File: src/rtl/fetch_unit_if.sv
// Fetch unit signal bundle: instruction-memory req/ack, decode-side output, and redirect/stall controls.
interface fetch_unit_if #(
  parameter int WIDTH  = 8,
  parameter int IWIDTH = 16
);
  logic              stall;
  logic              branch_en;
  logic [WIDTH-1:0]  branch_addr;
  logic              mem_req;
  logic [WIDTH-1:0]  mem_addr;
  logic              mem_ack;
  logic [IWIDTH-1:0] mem_data;
  logic [IWIDTH-1:0] instr;
  logic              instr_valid;
  logic [WIDTH-1:0]  instr_pc;

  modport master (
    input  stall, branch_en, branch_addr, mem_ack, mem_data,
    output mem_req, mem_addr, instr, instr_valid, instr_pc
  );

  modport slave (
    output stall, branch_en, branch_addr, mem_ack, mem_data,
    input  mem_req, mem_addr, instr, instr_valid, instr_pc
  );
endinterface

File: src/rtl/fetch_unit.sv
// Instruction fetch sequencer: PC, req/ack memory handshake, one-entry instruction register,
// branch redirect with drain of any in-flight request.
module fetch_unit #(
  parameter int               WIDTH     = 8,
  parameter int               IWIDTH    = 16,
  parameter logic [WIDTH-1:0] RESET_VEC = '0
) (
  input  logic         clk,
  input  logic         reset,
  fetch_unit_if.master bus
);
  typedef enum logic [1:0] {BOOT, FETCH, HOLD, FLUSH} state_t;

  state_t            state;
  logic [WIDTH-1:0]  pc;
  logic [WIDTH-1:0]  addr;
  logic [WIDTH-1:0]  instr_pc;
  logic [IWIDTH-1:0] instr;
  logic              instr_valid;

  always_ff @(posedge clk or posedge reset) begin
    if (reset) begin
      state       <= BOOT;
      pc          <= RESET_VEC;
      addr        <= RESET_VEC;
      instr       <= '0;
      instr_pc    <= '0;
      instr_valid <= 1'b0;
    end else begin
      case (state)
        BOOT: begin
          state <= FETCH;
          if (bus.branch_en) begin
            pc   <= bus.branch_addr;
            addr <= bus.branch_addr;
          end else begin
            addr <= pc;
          end
        end
        FETCH: begin
          if (bus.branch_en) begin
            pc <= bus.branch_addr;
            // Ack on the redirect edge: drop the word and restart at the target right away.
            if (bus.mem_ack) addr  <= bus.branch_addr;
            else             state <= FLUSH;
          end else if (bus.mem_ack) begin
            instr       <= bus.mem_data;
            instr_pc    <= addr;
            instr_valid <= 1'b1;
            pc          <= addr + WIDTH'(1);
            state       <= HOLD;
          end
        end
        HOLD: begin
          if (bus.branch_en) begin
            instr_valid <= 1'b0;
            pc          <= bus.branch_addr;
            addr        <= bus.branch_addr;
            state       <= FETCH;
          end else if (!bus.stall) begin
            instr_valid <= 1'b0;
            addr        <= pc;
            state       <= FETCH;
          end
        end
        FLUSH: begin
          // Old request stays on the bus until acked; the latest redirect target wins.
          if (bus.branch_en) pc <= bus.branch_addr;
          if (bus.mem_ack) begin
            addr  <= bus.branch_en ? bus.branch_addr : pc;
            state <= FETCH;
          end
        end
        default: state <= BOOT;
      endcase
    end
  end

  assign bus.mem_req     = (state == FETCH) || (state == FLUSH);
  assign bus.mem_addr    = addr;
  assign bus.instr       = instr;
  assign bus.instr_pc    = instr_pc;
  assign bus.instr_valid = instr_valid;
endmodule

File: src/flat_wrapper.sv
// flat-port wrapper written by rule: the top's interface ports become plain ports
module fetch_unit_flat 
#(
  parameter int               WIDTH     = 8,
  parameter int               IWIDTH    = 16,
  parameter logic [WIDTH-1:0] RESET_VEC = '0
)
  (clk, reset, bus_stall, bus_branch_en, bus_branch_addr, bus_mem_ack, bus_mem_data, bus_mem_req, bus_mem_addr, bus_instr, bus_instr_valid, bus_instr_pc);
  fetch_unit_if #(.WIDTH(WIDTH), .IWIDTH(IWIDTH)) bus_i ();
  input  logic clk;
  input  logic reset;
  input wire logic [$bits(bus_i.stall)-1:0] bus_stall;
  input wire logic [$bits(bus_i.branch_en)-1:0] bus_branch_en;
  input wire logic [$bits(bus_i.branch_addr)-1:0] bus_branch_addr;
  input wire logic [$bits(bus_i.mem_ack)-1:0] bus_mem_ack;
  input wire logic [$bits(bus_i.mem_data)-1:0] bus_mem_data;
  output wire logic [$bits(bus_i.mem_req)-1:0] bus_mem_req;
  output wire logic [$bits(bus_i.mem_addr)-1:0] bus_mem_addr;
  output wire logic [$bits(bus_i.instr)-1:0] bus_instr;
  output wire logic [$bits(bus_i.instr_valid)-1:0] bus_instr_valid;
  output wire logic [$bits(bus_i.instr_pc)-1:0] bus_instr_pc;
  assign bus_i.stall = bus_stall;
  assign bus_i.branch_en = bus_branch_en;
  assign bus_i.branch_addr = bus_branch_addr;
  assign bus_i.mem_ack = bus_mem_ack;
  assign bus_i.mem_data = bus_mem_data;
  assign bus_mem_req = bus_i.mem_req;
  assign bus_mem_addr = bus_i.mem_addr;
  assign bus_instr = bus_i.instr;
  assign bus_instr_valid = bus_i.instr_valid;
  assign bus_instr_pc = bus_i.instr_pc;
  fetch_unit #(.WIDTH(WIDTH), .IWIDTH(IWIDTH), .RESET_VEC(RESET_VEC)) u_core (.clk(clk), .reset(reset), .bus(bus_i));
endmodule
File: config.mk
export PLATFORM = sky130hd
export DESIGN_NAME = fetch_unit_flat
export DESIGN_NICKNAME = d
export VERILOG_FILES = /design/src/rtl/fetch_unit_if.sv /design/src/rtl/fetch_unit.sv /design/src/flat_wrapper.sv
export SDC_FILE = /design/constraint.sdc
export NUM_CORES = 1
export LEC_CHECK = 0
export CAP_MARGIN = 20
export CORE_MARGIN = 2
export CORE_UTILIZATION = 49
export DETAILED_ROUTE_END_ITERATION = 12
export PLACE_DENSITY = 0.88
export SKIP_CTS_REPAIR_TIMING = 1
export SLEW_MARGIN = 10
export SYNTH_ARGS = -nofsm -noshare
export SYNTH_HDL_FRONTEND = slang
export SYNTH_SLANG_ARGS = --single-unit
File: constraint.sdc
create_clock -name clk -period 3.3 [get_ports clk]
set_clock_uncertainty 0.15 [all_clocks]
set_input_delay 0.495 -clock clk [delete_from_list [all_inputs] [get_ports clk]]
set_output_delay 0.495 -clock clk [all_outputs]
set_load 0.005 [all_outputs]
# Yosys cells after proc, flatten, opt, wreduce, memory -nomap -nowiden
# Index checks and enable logic that the tools add are counted.
# word_totals
output_inout_bits,34
register_bits,43
inputBits,29
word_cells,48
# op_classes
n_mux,22
n_addsub,1
n_eq_ne,10
reduce_logical,8
bitwise,1
# ops
op,n
$mux W8,8
$pmux W8 S4,1
$pmux W8 S2,1
$mux W2,6
$reduce_and A4 Y1,3
$ne A3 B3 Y1 const B,3
$add A8 B1 Y8 const B,1
$ne A2 B2 Y1 const B,4
$pmux W2 S4,1
$eq A2 B2 Y1 const B,2
$mux W1,4
$reduce_and A3 Y1,1
$reduce_or A3 Y1,1
$eq A2 B1 Y1 const B,1
$logic_not A2 Y1,1
$pmux W1 S2,1
$reduce_bool A2 Y1,1
$logic_or A1 B1 Y1,1
$not A1 Y1,1

# Depth between registers and ports, before layout
# depth
word_depth,4
depth_mapped,6
mapped_depth_nobuf,5

# Worst setup path after synthesis
# No wires, ideal clock.
# synth_timing
path_kind,register to register
startpoint,register u_core.state[1]
endpoint,register u_core.instr[10] (netlist: u_core.bus.instr[10])
setup_time_ps,125
period_less_slack_ps,1581
path_stages_with_launch,5
path_slack_ps,1719
t_arrival_ps,1306
n_path_buf,1
required_time_ps,3025
path_cell_list,dfrtp_1 -> nand3b_4 -> nor2_4 -> buf_4 -> mux2_2
# synth_between
elab_chain_cells,2
# synth_rtl
item,line,text
from (decl),fetch_unit.sv:14,state_t state;
from (signal assigned),fetch_unit.sv:23,state <= BOOT;
from (signal assigned),fetch_unit.sv:32,state <= FETCH;
from (signal assigned),fetch_unit.sv:45,else state <= FLUSH;
$eq A2 B1 Y1,fetch_unit.sv:30,case (state)
$reduce_and A3 Y1 (no source line),n/a,
to (signal assigned),fetch_unit.sv:47,instr <= bus.mem_data;
to (decl),fetch_unit.sv:18,logic [IWIDTH-1:0] instr;
# Every way passes these cells.
# A chain may end at the register's enable or synchronous reset.

# Worst setup path after layout
# layout_timing
startpoint,input port bus_branch_en
endpoint,register u_core.instr_pc[6] (netlist: u_core.bus.instr_pc[6])
# layout_between
elab_chain_cells,2
# layout_rtl
item,line,text
from (decl),flat_wrapper.sv:13,input wire logic [$bits(bus_i.branch_en)-1:0] bus_branch_en;
$not A1 Y1 (no source line),n/a,
$reduce_and A3 Y1 (no source line),n/a,
to (signal assigned),fetch_unit.sv:48,instr_pc <= addr;
to (decl),fetch_unit.sv:17,logic [WIDTH-1:0] instr_pc;
# Every way passes these cells.

==> out/qor_table.md <==
| Result | This run | Unit |
|---|---|---|
| R2R depth | 4 | - |
| Syn Area/Cell | 12.26 | sq um |
| NumNets Final | 252 | - |
| Number of endpoints with negative hold slack in the final report | 0 | - |
| Hold WC Path Type | flop to flop | - |
| Boundary pin count | 63 | - |
| Startpoint of the most critical register-to-register path | u_core.state[0] | - |
| Final number of setup-violating endpoints | 0 | - |
| Vias after detailed routing | 1,441 | - |
| Run status | finished, final reports clean | - |
| Post-synthesis cell area | 1937 | sq um |
| Antenna Diode Count | 0 | - |
| Minimum clock period after layout | 2.090 | ns |
| Fmax | 0.4784 | GHz |
| Final GP Congestion | 0.7551 | - |
| Fraction of layout cells with a size suffix above 1 | 18.02 | % |
| Number of buffers inserted by port buffering | 62 | - |
| Pin slew with the least headroom to its limit | 0.5630 | ns |
| Cell chosen for the clock root | clkbuf_8 | - |
| Count of H-tree levels built during CTS | 2 | - |
| Area of the die | 4472 | sq um |
| Post-route cell area | 2706 | sq um |
| Effective utilization at floorplan | 51.74 | % |
| Global-route wire length before repair | 7196 | microns |
| Critical path data arrival time | 2.12 | ns |
| Required time reported for the critical path endpoint | 3.33 | ns |
| Number of fillers in the final layout | 283 | - |
| Global route overflow | 0 | - |
| Maximum number of pins on one net before global-route repair | 44 | - |
| Overall track demand over capacity in global routing | 22.15 | % |
| Initial antenna violation count | 0 | - |
| Seq/Total Area, Yosys | 55.56 | % |
| Final Core Density | 72.29 | % |
| Synthesized netlist net count | 188 | - |
| Destination of the worst register-to-register timing path | u_core.bus.instr_pc[6] | - |
| Synth cell types | 33 | - |
| Total Negative Setup Slacks | 0 | ns |
| Post-place setup slack | 0.9055 | ns |
| Insertion delay to the later sink of the worst-skew pair | 0.30 | ns |
| Fin worst setup slack | 1.210 | ns |
| Setup repair after global routing missed its margin | no | - |
| Clock Tree Buf Depth | 2 | - |
| Drt first pass iters | 4 | - |
| Critical path class | input pin to flop | - |
| Worst IR drop on VDD | 0.4227 | mV |
| Half-perimeter wire length of the detailed placement result | 3018 | microns |
| Crit. Startpoint | bus_branch_en | - |
| First DRT Iteration DRCs | 106 | - |
| Vias in the first global route | 1,502 | - |
| Area inside the core boundary | 3744 | sq um |
| CP endpoint | u_core.bus.instr_pc[6] | - |
| CTS tree | built | - |
| Synth-to-Final Area Change | 39.73 | % |
| Avg Vias per Cell | 5.337 | - |
| Synthesized instance count | 158 | - |
| Clock transition at the register clock pins on the worst setup and hold paths after CTS | 0.07 | ns |
| Die boundary width | 66.87 | microns |
| Max-capacitance violation count | 0 | - |
| CTS Buf Count | 5 | - |
| Average wire per cell in the routed design | 16.01 | microns |
| Site row count | 22 | - |
| CP Max Fanout | 20 | - |
| Detail Route Antenna Nets | 0 | - |
| Die Height | 66.87 | microns |
| Fin. max-slew vios | 0 | - |
| Final wirelength | 4324 | microns |
| Instance area after placement | 2604 | sq um |
| Power density cells | 645.8 | nW/um^2 |
| Worst setup EP type | flop | - |
| Setup crit start kind | input pin | - |
| Leakage power figure | 1.125 | nW |
| Yosys warnings | 0 | - |
| Flop-to-flop setup slack | 1.47 | ns |
| Part of the cycle the worst path needs | 63.35 | % |
| Number of sinks driven by the clock tree | 43 | - |
| Residual DRC | 0 | - |
| Post-synthesis sequential element count | 43 | - |
| Worst rel slew slack | 62.35 | % |
==> cells by family (layout without fill, tap and decap cells) <==
| logic type | Yosys count | after routing | share of synthesized area [%] |
|---|---|---|---|
| mux | 34 | 34 | 19.12 |
| xor+xnor | 3 | 3 | 1.357 |
| fa+ha+maj | 1 | 1 | 0.6459 |
| compound gates | 29 | 29 | 9.949 |
| flops | 43 | 43 | 55.56 |
| simple gates | 38 | 38 | 10.47 |
| buf+inv | 10 | 74 | 2.907 |
==> cell usage in the layout, fill, tap and decap left out, types with 2 or more instances in the layout <==
master,synthesis,layout
clkdlybuf4s50_1,0,62
o21ai_0,17,17
buf_4,4,2
dfrtp_1,43,43
clkbuf_8,0,5
nand3_1,3,3
xor2_1,2,2
nor2_1,6,6
inv_1,2,2
mux2i_1,10,10
a21oi_1,5,5
nand2_1,18,18
mux2_2,24,24
==> sequential cells by signal, summed over array words and instances, names as in the netlist <==
register and count:
u_core.bus.instr 16, u_core.bus.instr_pc 8, u_core.bus.mem_addr 8, u_core.pc 8, u_core.state 2, u_core.bus.instr_valid 1
==> worst max-delay path: stages <==
cell             delay, ns
clkdlybuf4s50_1       0.69
nor2_4                0.38
buf_12                0.20
mux2_2                0.34
==> cell usage after synthesis (all sizes together) <==
master	instances	area (sq um)
dfrtp	43	1076
mux2	24	270.3
nand2	18	67.56
o21ai	17	85.08
mux2i	10	100.1
buf	7	45.04
nor2	7	33.78
a21oi	6	41.29
nand3	4	25.02
inv	2	7.510
nand3b	2	27.53
xor2	2	17.52
a21bo	1	10.01
a21o	1	7.510
a221o	1	10.01
a22oi	1	21.27
a311o	1	10.01
and3	1	7.510
and3b	1	8.760
clkbuf	1	3.750
ha	1	12.51
nand2b	1	6.260
nor3	1	5.000
nor3b	1	7.510
o31ai	1	7.510
or3	1	6.260
or4	1	7.510
xnor2	1	8.760
==> per-stage QoR <==
step	total power [mW]	cells	hold slack [ns]
global route	1.843	270	0.3778
CTS	1.762	270	0.3617
detailed placement	1.364	263	0.3444
global placement	1.342	263	0.3401
floorplan	1.002	158	0.3553
finish	1.748	270	0.3602
==> cell type report <==
cell class              instances  area [sq um]  share of cell area [%]
clock buffers                   6         72.57                   2.681
repair buffers                 65         655.6                   24.23
multi-input cells             105         804.5                   29.73
well taps                      48         60.06                   2.219
flip-flops and latches         43          1076                   39.76
inverters                       2         7.507                  0.2774
clock inverters                 1         30.03                   1.110
==> power by group <==
group	total (mW)	switching [mW]	leakage [nW]	internal [mW]
clock	0.393	0.171	0.0513	0.222
combinational	0.572	0.192	0.560	0.381
sequential	0.782	0.111	0.514	0.671
==> routing by layer <==
layer	share of wire, %	routed length, microns	vias to the layer above	GRT usage [%]
met5	0	0	-	0
met4	1.4	62	0	7.908
met3	7.6	329	7	7.939
met2	51	2189	53	37.25
met1	40	1743	699	26.05
li1	-	-	682	-
==> worst min-delay path by stage <==
stage,from,end,slack [ns],cells past startpoint
finish,u_core.bus.instr_pc[6],u_core.bus.instr_pc[6],0.36,1
global route,u_core.bus.instr_pc[1],u_core.bus.instr_pc[1],0.38,1
global placement,u_core.bus.instr_pc[1],u_core.bus.instr_pc[1],0.34,1
floorplan,u_core.bus.instr[10],u_core.bus.instr[10],0.36,1
CTS,u_core.bus.instr_pc[2],u_core.bus.instr_pc[2],0.36,1
detailed placement,u_core.bus.instr_pc[2],u_core.bus.instr_pc[2],0.34,1
No activity file was read; power rests on OpenSTA's default activity.
